===== src/rtl/riscv_lsu_pkg.sv =====
// Shared definitions for the load/store unit: funct3 encodings, FSM state
// encoding and the access-size / legality helpers.
package riscv_lsu_pkg;

    localparam logic [2:0] F3_B    = 3'b000;
    localparam logic [2:0] F3_H    = 3'b001;
    localparam logic [2:0] F3_W    = 3'b010;
    localparam logic [2:0] F3_D    = 3'b011;
    localparam logic [2:0] F3_WU   = 3'b110;
    localparam logic [2:0] F3_RSVD = 3'b111;

    typedef enum logic [5:0] {
        IDLE  = 6'b000001,
        REQ0  = 6'b000010,
        RESP0 = 6'b000100,
        REQ1  = 6'b001000,
        RESP1 = 6'b010000,
        DONE  = 6'b100000
    } lsu_state_t;

    function automatic logic [3:0] lsu_size(input logic [2:0] funct3);
        return 4'd1 << funct3[1:0];
    endfunction

    // Doubleword and unsigned-word forms only exist on RV64.
    function automatic logic lsu_illegal(input logic [2:0] funct3, input logic is_store,
                                         input int xlen);
        logic bad;
        bad = (funct3 == F3_RSVD) || (is_store && funct3[2]);
        if (xlen == 32 && (funct3 == F3_D || funct3 == F3_WU))
            bad = 1'b1;
        return bad;
    endfunction

endpackage


===== src/rtl/riscv_lsu_lane_align.sv =====
// Combinational byte-lane steering: store data/strobe shifting across two beats
// and load merge, extraction and sign/zero extension.
module lsu_lane_align
    import riscv_lsu_pkg::*;
#(
    parameter int XLEN = 32,
    localparam int NB = XLEN / 8,
    localparam int OFFW = $clog2(NB)
) (
    input  logic [OFFW-1:0] off,
    input  logic [2:0]      funct3,
    input  logic [XLEN-1:0] wdata,
    input  logic [XLEN-1:0] beat0,
    input  logic [XLEN-1:0] beat1,
    output logic [XLEN-1:0] wdata0,
    output logic [XLEN-1:0] wdata1,
    output logic [NB-1:0]   strb0,
    output logic [NB-1:0]   strb1,
    output logic [XLEN-1:0] rdata
);

    logic [3:0]        size;
    logic [2*XLEN-1:0] wide_w;
    logic [2*XLEN-1:0] wide_d;
    logic [2*NB-1:0]   mask;
    logic [2*NB-1:0]   wide_s;
    logic              sign_bit;

    assign size = lsu_size(funct3);

    always_comb begin
        wide_w = {{XLEN{1'b0}}, wdata} << {off, 3'b000};
        mask = '0;
        for (int i = 0; i < 2*NB; i++)
            mask[i] = (i < int'(size));
        wide_s = mask << off;
        wdata0 = wide_w[XLEN-1:0];
        wdata1 = wide_w[2*XLEN-1:XLEN];
        strb0  = wide_s[NB-1:0];
        strb1  = wide_s[2*NB-1:NB];
    end

    // Bytes above the access size are filled with the sign bit (0 for unsigned forms).
    always_comb begin
        wide_d = {beat1, beat0} >> {off, 3'b000};
        case ({1'b0, funct3[1:0]})
            F3_B:    sign_bit = wide_d[7];
            F3_H:    sign_bit = wide_d[15];
            F3_W:    sign_bit = wide_d[31];
            default: sign_bit = wide_d[XLEN-1];
        endcase
        if (funct3[2])
            sign_bit = 1'b0;
        rdata = '0;
        for (int i = 0; i < NB; i++)
            rdata[8*i +: 8] = (i < int'(size)) ? wide_d[8*i +: 8] : {8{sign_bit}};
    end

endmodule


===== src/rtl/riscv_lsu.sv =====
// Load/store unit: one access per transaction, split into up to two bus beats,
// with memory-side performance counters.
module riscv_lsu
    import riscv_lsu_pkg::*;
#(
    parameter int XLEN           = 32,
    parameter int ADDR_W         = 32,
    parameter int MISALIGN_SPLIT = 1,
    parameter int CNT_W          = 32
) (
    input  logic                clk,
    input  logic                rst,
    input  logic                req_valid,
    output logic                req_ready,
    input  logic                req_is_store,
    input  logic [2:0]          req_funct3,
    input  logic [ADDR_W-1:0]   req_addr,
    input  logic [XLEN-1:0]     req_wdata,
    output logic                resp_valid,
    input  logic                resp_ready,
    output logic [XLEN-1:0]     resp_rdata,
    output logic                resp_err,
    output logic [ADDR_W-1:0]   Address,
    output logic                MemWrite,
    output logic [XLEN-1:0]     Write_data,
    output logic [XLEN/8-1:0]   Write_strb,
    output logic                MemRead,
    input  logic                Mem_Req_Ready,
    input  logic [XLEN-1:0]     Read_data,
    input  logic                Read_data_Valid,
    output logic                Read_data_Ready,
    output logic [CNT_W-1:0]    ld_cnt,
    output logic [CNT_W-1:0]    st_cnt,
    output logic [CNT_W-1:0]    split_cnt,
    output logic [CNT_W-1:0]    req_stall_cnt,
    output logic [CNT_W-1:0]    rdw_stall_cnt
);

    localparam int NB   = XLEN / 8;
    localparam int OFFW = $clog2(NB);

    lsu_state_t        state;
    logic              is_store_q;
    logic              split_q;
    logic              err_q;
    logic [2:0]        funct3_q;
    logic [OFFW-1:0]   off_q;
    logic [ADDR_W-1:0] addr_q;
    logic [XLEN-1:0]   wdata_q;
    logic [XLEN-1:0]   beat0_q;
    logic [XLEN-1:0]   beat1_q;

    logic [OFFW-1:0]   req_off;
    logic              req_cross;
    logic              req_bad;
    logic              in_req;
    logic [XLEN-1:0]   st_w0, st_w1, ld_data;
    logic [NB-1:0]     st_s0, st_s1;

    assign req_off   = req_addr[OFFW-1:0];
    assign req_cross = (int'(req_off) + int'(lsu_size(req_funct3))) > NB;
    assign req_bad   = lsu_illegal(req_funct3, req_is_store, XLEN) ||
                       (req_cross && MISALIGN_SPLIT == 0);

    // Single FSM also owns the captured request, the read beats and the counters.
    always_ff @(posedge clk or posedge rst) begin
        if (rst) begin
            state         <= IDLE;
            is_store_q    <= 1'b0;
            split_q       <= 1'b0;
            err_q         <= 1'b0;
            funct3_q      <= '0;
            off_q         <= '0;
            addr_q        <= '0;
            wdata_q       <= '0;
            beat0_q       <= '0;
            beat1_q       <= '0;
            ld_cnt        <= '0;
            st_cnt        <= '0;
            split_cnt     <= '0;
            req_stall_cnt <= '0;
            rdw_stall_cnt <= '0;
        end else begin
            case (state)
                IDLE: begin
                    if (req_valid) begin
                        is_store_q <= req_is_store;
                        funct3_q   <= req_funct3;
                        off_q      <= req_off;
                        addr_q     <= {req_addr[ADDR_W-1:OFFW], {OFFW{1'b0}}};
                        wdata_q    <= req_wdata;
                        beat0_q    <= '0;
                        beat1_q    <= '0;
                        split_q    <= req_cross;
                        err_q      <= req_bad;
                        if (req_bad) begin
                            state <= DONE;
                        end else begin
                            state <= REQ0;
                            if (req_is_store)
                                st_cnt <= st_cnt + CNT_W'(1);
                            else
                                ld_cnt <= ld_cnt + CNT_W'(1);
                            if (req_cross)
                                split_cnt <= split_cnt + CNT_W'(1);
                        end
                    end
                end
                REQ0, REQ1: begin
                    if (Mem_Req_Ready) begin
                        if (!is_store_q) begin
                            state <= (state == REQ0) ? RESP0 : RESP1;
                        end else if (state == REQ0 && split_q) begin
                            state  <= REQ1;
                            addr_q <= addr_q + ADDR_W'(NB);
                        end else begin
                            state <= DONE;
                        end
                    end else begin
                        req_stall_cnt <= req_stall_cnt + CNT_W'(1);
                    end
                end
                RESP0: begin
                    if (Read_data_Valid) begin
                        beat0_q <= Read_data;
                        if (split_q) begin
                            state  <= REQ1;
                            addr_q <= addr_q + ADDR_W'(NB);
                        end else begin
                            state <= DONE;
                        end
                    end else begin
                        rdw_stall_cnt <= rdw_stall_cnt + CNT_W'(1);
                    end
                end
                RESP1: begin
                    if (Read_data_Valid) begin
                        beat1_q <= Read_data;
                        state   <= DONE;
                    end else begin
                        rdw_stall_cnt <= rdw_stall_cnt + CNT_W'(1);
                    end
                end
                DONE: begin
                    if (resp_ready)
                        state <= IDLE;
                end
                default: state <= IDLE;
            endcase
        end
    end

    lsu_lane_align #(.XLEN(XLEN)) u_align (
        .off    (off_q),
        .funct3 (funct3_q),
        .wdata  (wdata_q),
        .beat0  (beat0_q),
        .beat1  (beat1_q),
        .wdata0 (st_w0),
        .wdata1 (st_w1),
        .strb0  (st_s0),
        .strb1  (st_s1),
        .rdata  (ld_data)
    );

    // Handshake outputs decode directly from the one-hot state flops.
    assign in_req          = (state == REQ0) || (state == REQ1);
    assign req_ready       = (state == IDLE);
    assign MemRead         = in_req && !is_store_q;
    assign MemWrite        = in_req && is_store_q;
    assign Read_data_Ready = (state == RESP0) || (state == RESP1);
    assign resp_valid      = (state == DONE);
    assign resp_err        = (state == DONE) && err_q;
    assign resp_rdata      = (state == DONE && !is_store_q && !err_q) ? ld_data : '0;
    assign Address         = addr_q;
    assign Write_data      = MemWrite ? ((state == REQ1) ? st_w1 : st_w0) : '0;
    assign Write_strb      = MemWrite ? ((state == REQ1) ? st_s1 : st_s0) : '0;

endmodule

===== config.mk =====
export PLATFORM = sky130hd
export DESIGN_NAME = riscv_lsu
export DESIGN_NICKNAME = d
export VERILOG_FILES = /design/src/rtl/riscv_lsu_pkg.sv /design/src/rtl/riscv_lsu_lane_align.sv /design/src/rtl/riscv_lsu.sv
export SDC_FILE = /design/constraint.sdc
export NUM_CORES = 1
export LEC_CHECK = 0
export ABC_AREA = 1
export CORE_AREA = 2 2 204 206
export DETAILED_ROUTE_END_ITERATION = 8
export DIE_AREA = 0 0 206 208
export GPL_ROUTABILITY_DRIVEN = 1
export PLACE_DENSITY = 0.77
export SETUP_SLACK_MARGIN = 0.3
export SYNTH_ARGS = -nofsm -noshare
export SYNTH_HDL_FRONTEND = slang
export SYNTH_HIERARCHICAL = 1
export SYNTH_SLANG_ARGS = --single-unit

===== constraint.sdc =====
create_clock -name clk -period 9.4 [get_ports clk]
set_input_delay 1.41 -clock clk [delete_from_list [all_inputs] [get_ports clk]]
set_output_delay 1.41 -clock clk [all_outputs]
set_load 0.01 [all_outputs]

# Word-level counts from Yosys, hierarchy flattened
# Index checks and enable logic that the tools add are counted.
# word_totals
register_bits	302
word_cells	121
in_bits	106
# classes
n_mux	34
reduce_logical	29
n_shift	5
n_lt_le_gt_ge	9
n_eq_ne	18
bitwise_logic	4
n_addsub	7
# op_table
cell	n
$mux 32	11
$add 32x1->32 const B	5
$pmux 32 s2	2
$pmux 32 s3	1
$shl 32x5->64	1
$shr 64x5->32	1
$mux 6	9
$add 32x3->32 const B	1
$mux 8	4
$pmux 6 s5	1
$lt 3x4->1 const A	4
$ne 2x2->1 const B	7
$reduce_and 4->1	3
$lt 1x4->1 const A	2
$lt 2x4->1 const A	2
$mux 4	2
$shl 1x2->4 const A	2
$shl 8x2->8	1
$logic_and 1x1->1	7
$reduce_and 7->1	1
$eq 3x3->1 const B	2
$eq 6x1->1 const B	1
$eq 6x2->1 const B	1
$eq 6x3->1 const B	1
other kinds (21)	34

# Longest topological paths before layout
# logic_depth
ltp_word	6
depth_mapped	13
mapped_depth_nobuf	12

# By module
# The synthesis kept the hierarchy.
# by_module_without_submodules
module	instances	area_each_um2	cells_each
riscv_lsu	1	17545.6	2574
lsu_lane_align	1	1798.0	372

# Worst setup path before layout
# OpenSTA, ideal clock, no wires.
# synth_path
path_type	input port to flip-flop
from	input req_funct3[1]
to	register split_cnt[5]
required_time_ps	9271
path_buffers	2
t_arrival_ps	3180
path_slack_ps	6091
stages	11
cell_sequence	buf_2 nor2_1 ha_1 inv_1 fa_1 xor2_1 o21ai_1 nand3_1 inv_2 buf_2 o21ai_0
# synth_via
elab_chain_cells	5
elab_cells_between_ends	11
classes_between	add/sub (1); order compare (1); eq/ne (3); shift (1); mux (1); bitwise (1); reduce/logical (3)
# synth_rtl
item	line	text
start, declared	riscv_lsu.sv:16	input logic [2:0] req_funct3,
branches (longest 4 deep; another with $add 2x4->5)	--	
$reduce_and 4->1 (no line) *	--	
end signal, assigned	riscv_lsu.sv:105	split_cnt <= split_cnt + CNT_W'(1);
end, declared	riscv_lsu.sv:34	output logic [CNT_W-1:0] split_cnt,
# Mark *: on every way between the ends.
# A chain may end at the register's enable or synchronous reset.

# Worst setup path after layout
# layout_path
from	register off_q[0]
to	output Write_data[19]
# layout_via
elab_chain_cells	3
# layout_rtl
item	line	text
start, declared	riscv_lsu.sv:47	logic [OFFW-1:0] off_q;
start signal, assigned	riscv_lsu.sv:89	off_q <= req_off;
$shl 32x5->64	riscv_lsu_lane_align.sv:32	wide_w = {{XLEN{1'b0}}, wdata} << {off, 3'b000};
named net st_w0[19]	riscv_lsu.sv:57	logic [XLEN-1:0] st_w0, st_w1, ld_data;
$mux 32 (2 in series)	riscv_lsu.sv:176	assign Write_data = MemWrite ? ((state == REQ1) ? st_w1 : st_w0) : '0;
end, declared	riscv_lsu.sv:25	output logic [XLEN-1:0] Write_data,
# The timed path passes the listed nets, and every way through them passes these cells.

==> flow_metrics.env <==
export IMPL_outcome="finished, final reports clean"
export IMPL_cts_buffer_depth=3
export IMPL_cellLeakagePower_nw=11.0
export IMPL_port_buffers=369
export IMPL_areaGrowthSynthToFinish_pct=26.8
export IMPL_wl_um=64000
export IMPL_grt_pass1_wl_um=102000
export IMPL_peakVddDrop_v=0.000176
export IMPL_crit_chain="buf_4 > nor2_2 > inv_1 > o22ai_1 > nand2_1 > a21oi_1 > clkdlybuf4s50_1"
export IMPL_worstPathArrival_ns=3.76
export IMPL_clk_pin_slew_ns=0.05
export IMPL_stdcell_area_um2=24200
export IMPL_drtPass1Iterations=7
export IMPL_max_stage_delay_ns=0.62
export IMPL_initial_core_util_pct=47.0
export IMPL_grt_overflow_total=0
export IMPL_crit_type="flop to output pin"
export IMPL_viasPerCell=5.37
export IMPL_clkLatencyLatePin_ns=0.53
export IMPL_grt_usage_pct=29.5
export IMPL_multiInputGateArea_um2=10200
export IMPL_fin_crit_ns=5.17
export IMPL_dpl_hpwl_um=47000
export IMPL_gp_congestion=0.965
export IMPL_post_cts_buffers=0
export IMPL_drive_gt1_share_pct=3.77
export IMPL_final_instance_count_excl_fill=3796
export IMPL_cts_tree="yes"
export IMPL_min_path_type="flop to flop"
export IMPL_synthesis_area_um2=19000
export IMPL_setup_viol=0
export IMPL_dp_slack_ns=4.11
export IMPL_crit_fanout=38
export IMPL_drt_iter0_drc=1702
export IMPL_fillers=3800
export IMPL_grt_pass1_vias=19545
export IMPL_tns_ns=0
export IMPL_cts_root_buf="clkbuf_16"
export IMPL_regArea_um2=7310
export IMPL_ant_nets=0
export IMPL_fin_nets=3352
export IMPL_hold_viol_final=0
export IMPL_period_share_pct=55.0
export IMPL_setup_ws_ns=4.23
export IMPL_die_h_um=208
export IMPL_required_ns=7.99
export IMPL_placed_cells=3731
export IMPL_start_kind="flop"
export IMPL_antenna_found_initial=3
export IMPL_wl_per_cell_um=16.8
export IMPL_die_area_um2=42800
export IMPL_grt_setup_unrepaired="false"
export IMPL_cts_hold_buf=0
export IMPL_cts_resized=0
export IMPL_rows=74
export IMPL_slew_headroom_pct=26.5
export IMPL_final_cell_mix="nand2_1, clkdlybuf4s50_1, nor2_1"
export IMPL_h_tree_depth=2
export IMPL_synth_area_per_cell_um2=6.54
export IMPL_grt_max_degree=123
export IMPL_synth_warnings=6
export IMPL_final_common_cell="nand2_1"
export IMPL_chipWidth_um=206
export IMPL_clock_fmax_mhz=193
export IMPL_synthCells=2914
export IMPL_final_util_pct=59.6
export IMPL_numClockSinks=292
export IMPL_cts_buffers=36
export IMPL_clock_skew_ns=0.0133
export IMPL_maxCapViolCount=0
export IMPL_drc=0
export IMPL_max_slew_worst_pin_slew_ns=1.10
export IMPL_power_density_nw_per_um2=243
export IMPL_core_um2=40600
export IMPL_finalMaxSlewViolations=0
export IMPL_pin_count=372
export IMPL_end_kind="output pin"
export IMPL_vias=20401
export IMPL_place_area_um2=23000
export IMPL_crit_slowest_cell="nor2_2"
-- metrics by stage --
stage / hold WS (ns) / power, mW
after CTS: 0.474 / 5.88
final: 0.469 / 5.88
after detailed placement: 0.460 / 4.48
after global placement: 0.457 / 4.42
after global routing: 0.500 / 6.28
after floorplan: 0.442 / 3.49
-- power breakdown --
part	leakage (nW)	total, mW	switching, mW	internal [mW]
Clock	0.563	1.37	0.548	0.819
Combinational	6.67	2.55	1.61	0.941
Sequential	3.78	1.96	0.400	1.56
Total	11.0	5.88	2.56	3.32
-- final cells by class --
| cell class | instances | share of cell area (%) |
|---|---|---|
| Tap cell | 532 | 2.76 |
| Multi-Input combinational cell | 2247 | 42.1 |
| Clock buffer | 57 | 4.52 |
| Clock inverter | 5 | 0.207 |
| Inverter | 275 | 4.29 |
| Sequential cell | 292 | 30.3 |
| Timing Repair Buffer | 385 | 15.8 |
| Antenna cell | 3 | 0.0311 |
-- registers in the layout, summed over array words and instances (netlist names) --
register / count
off_q: 2
state: 6
is_store_q: 1
beat0_q: 32
req_stall_cnt: 32
funct3_q: 3
split_cnt: 32
wdata_q: 32
st_cnt: 32
split_q: 1
Address: 30
rdw_stall_cnt: 32
err_q: 1
beat1_q: 24
ld_cnt: 32
-- final timing paths --
| kind | from | endpoint | slack (ns) | cells after the start |
|---|---|---|---|---|
| min | wdata_q[19] | wdata_q[19] | 0.47 | 2 |
| min reg2reg | wdata_q[19] | wdata_q[19] | 0.47 | 2 |
| max in group asynchronous | rst | st_cnt[6] | 5.97 | 4 |
| min in group asynchronous | rst | beat1_q[3] | 1.41 | 2 |
| max | off_q[0] | Write_data[19] | 4.23 | 7 |
| max reg2reg | state[0] | split_cnt[5] | 6.53 | 8 |
-- layer usage --
layer | part of all wire, % | track usage, % | wire length [um]
met1 | 41 | 38.7 | 26500
met2 | 47 | 48.1 | 29800
met3 | 8.1 | 5.26 | 5180
met4 | 3.8 | 12.2 | 2450
met5 | 0.022 | 0 | 14
-- critical path: cells and delay by family (launching register included) --
| kind | cells | cell delay [ns] |
|---|---|---|
| AND/OR/NAND/NOR | 2 | 0.70 |
| buffers and inverters | 3 | 1.35 |
| flip-flops | 1 | 0.61 |
| AO/OA/AOI/OAI | 2 | 0.56 |
No activity file was read; power rests on OpenSTA's default activity.
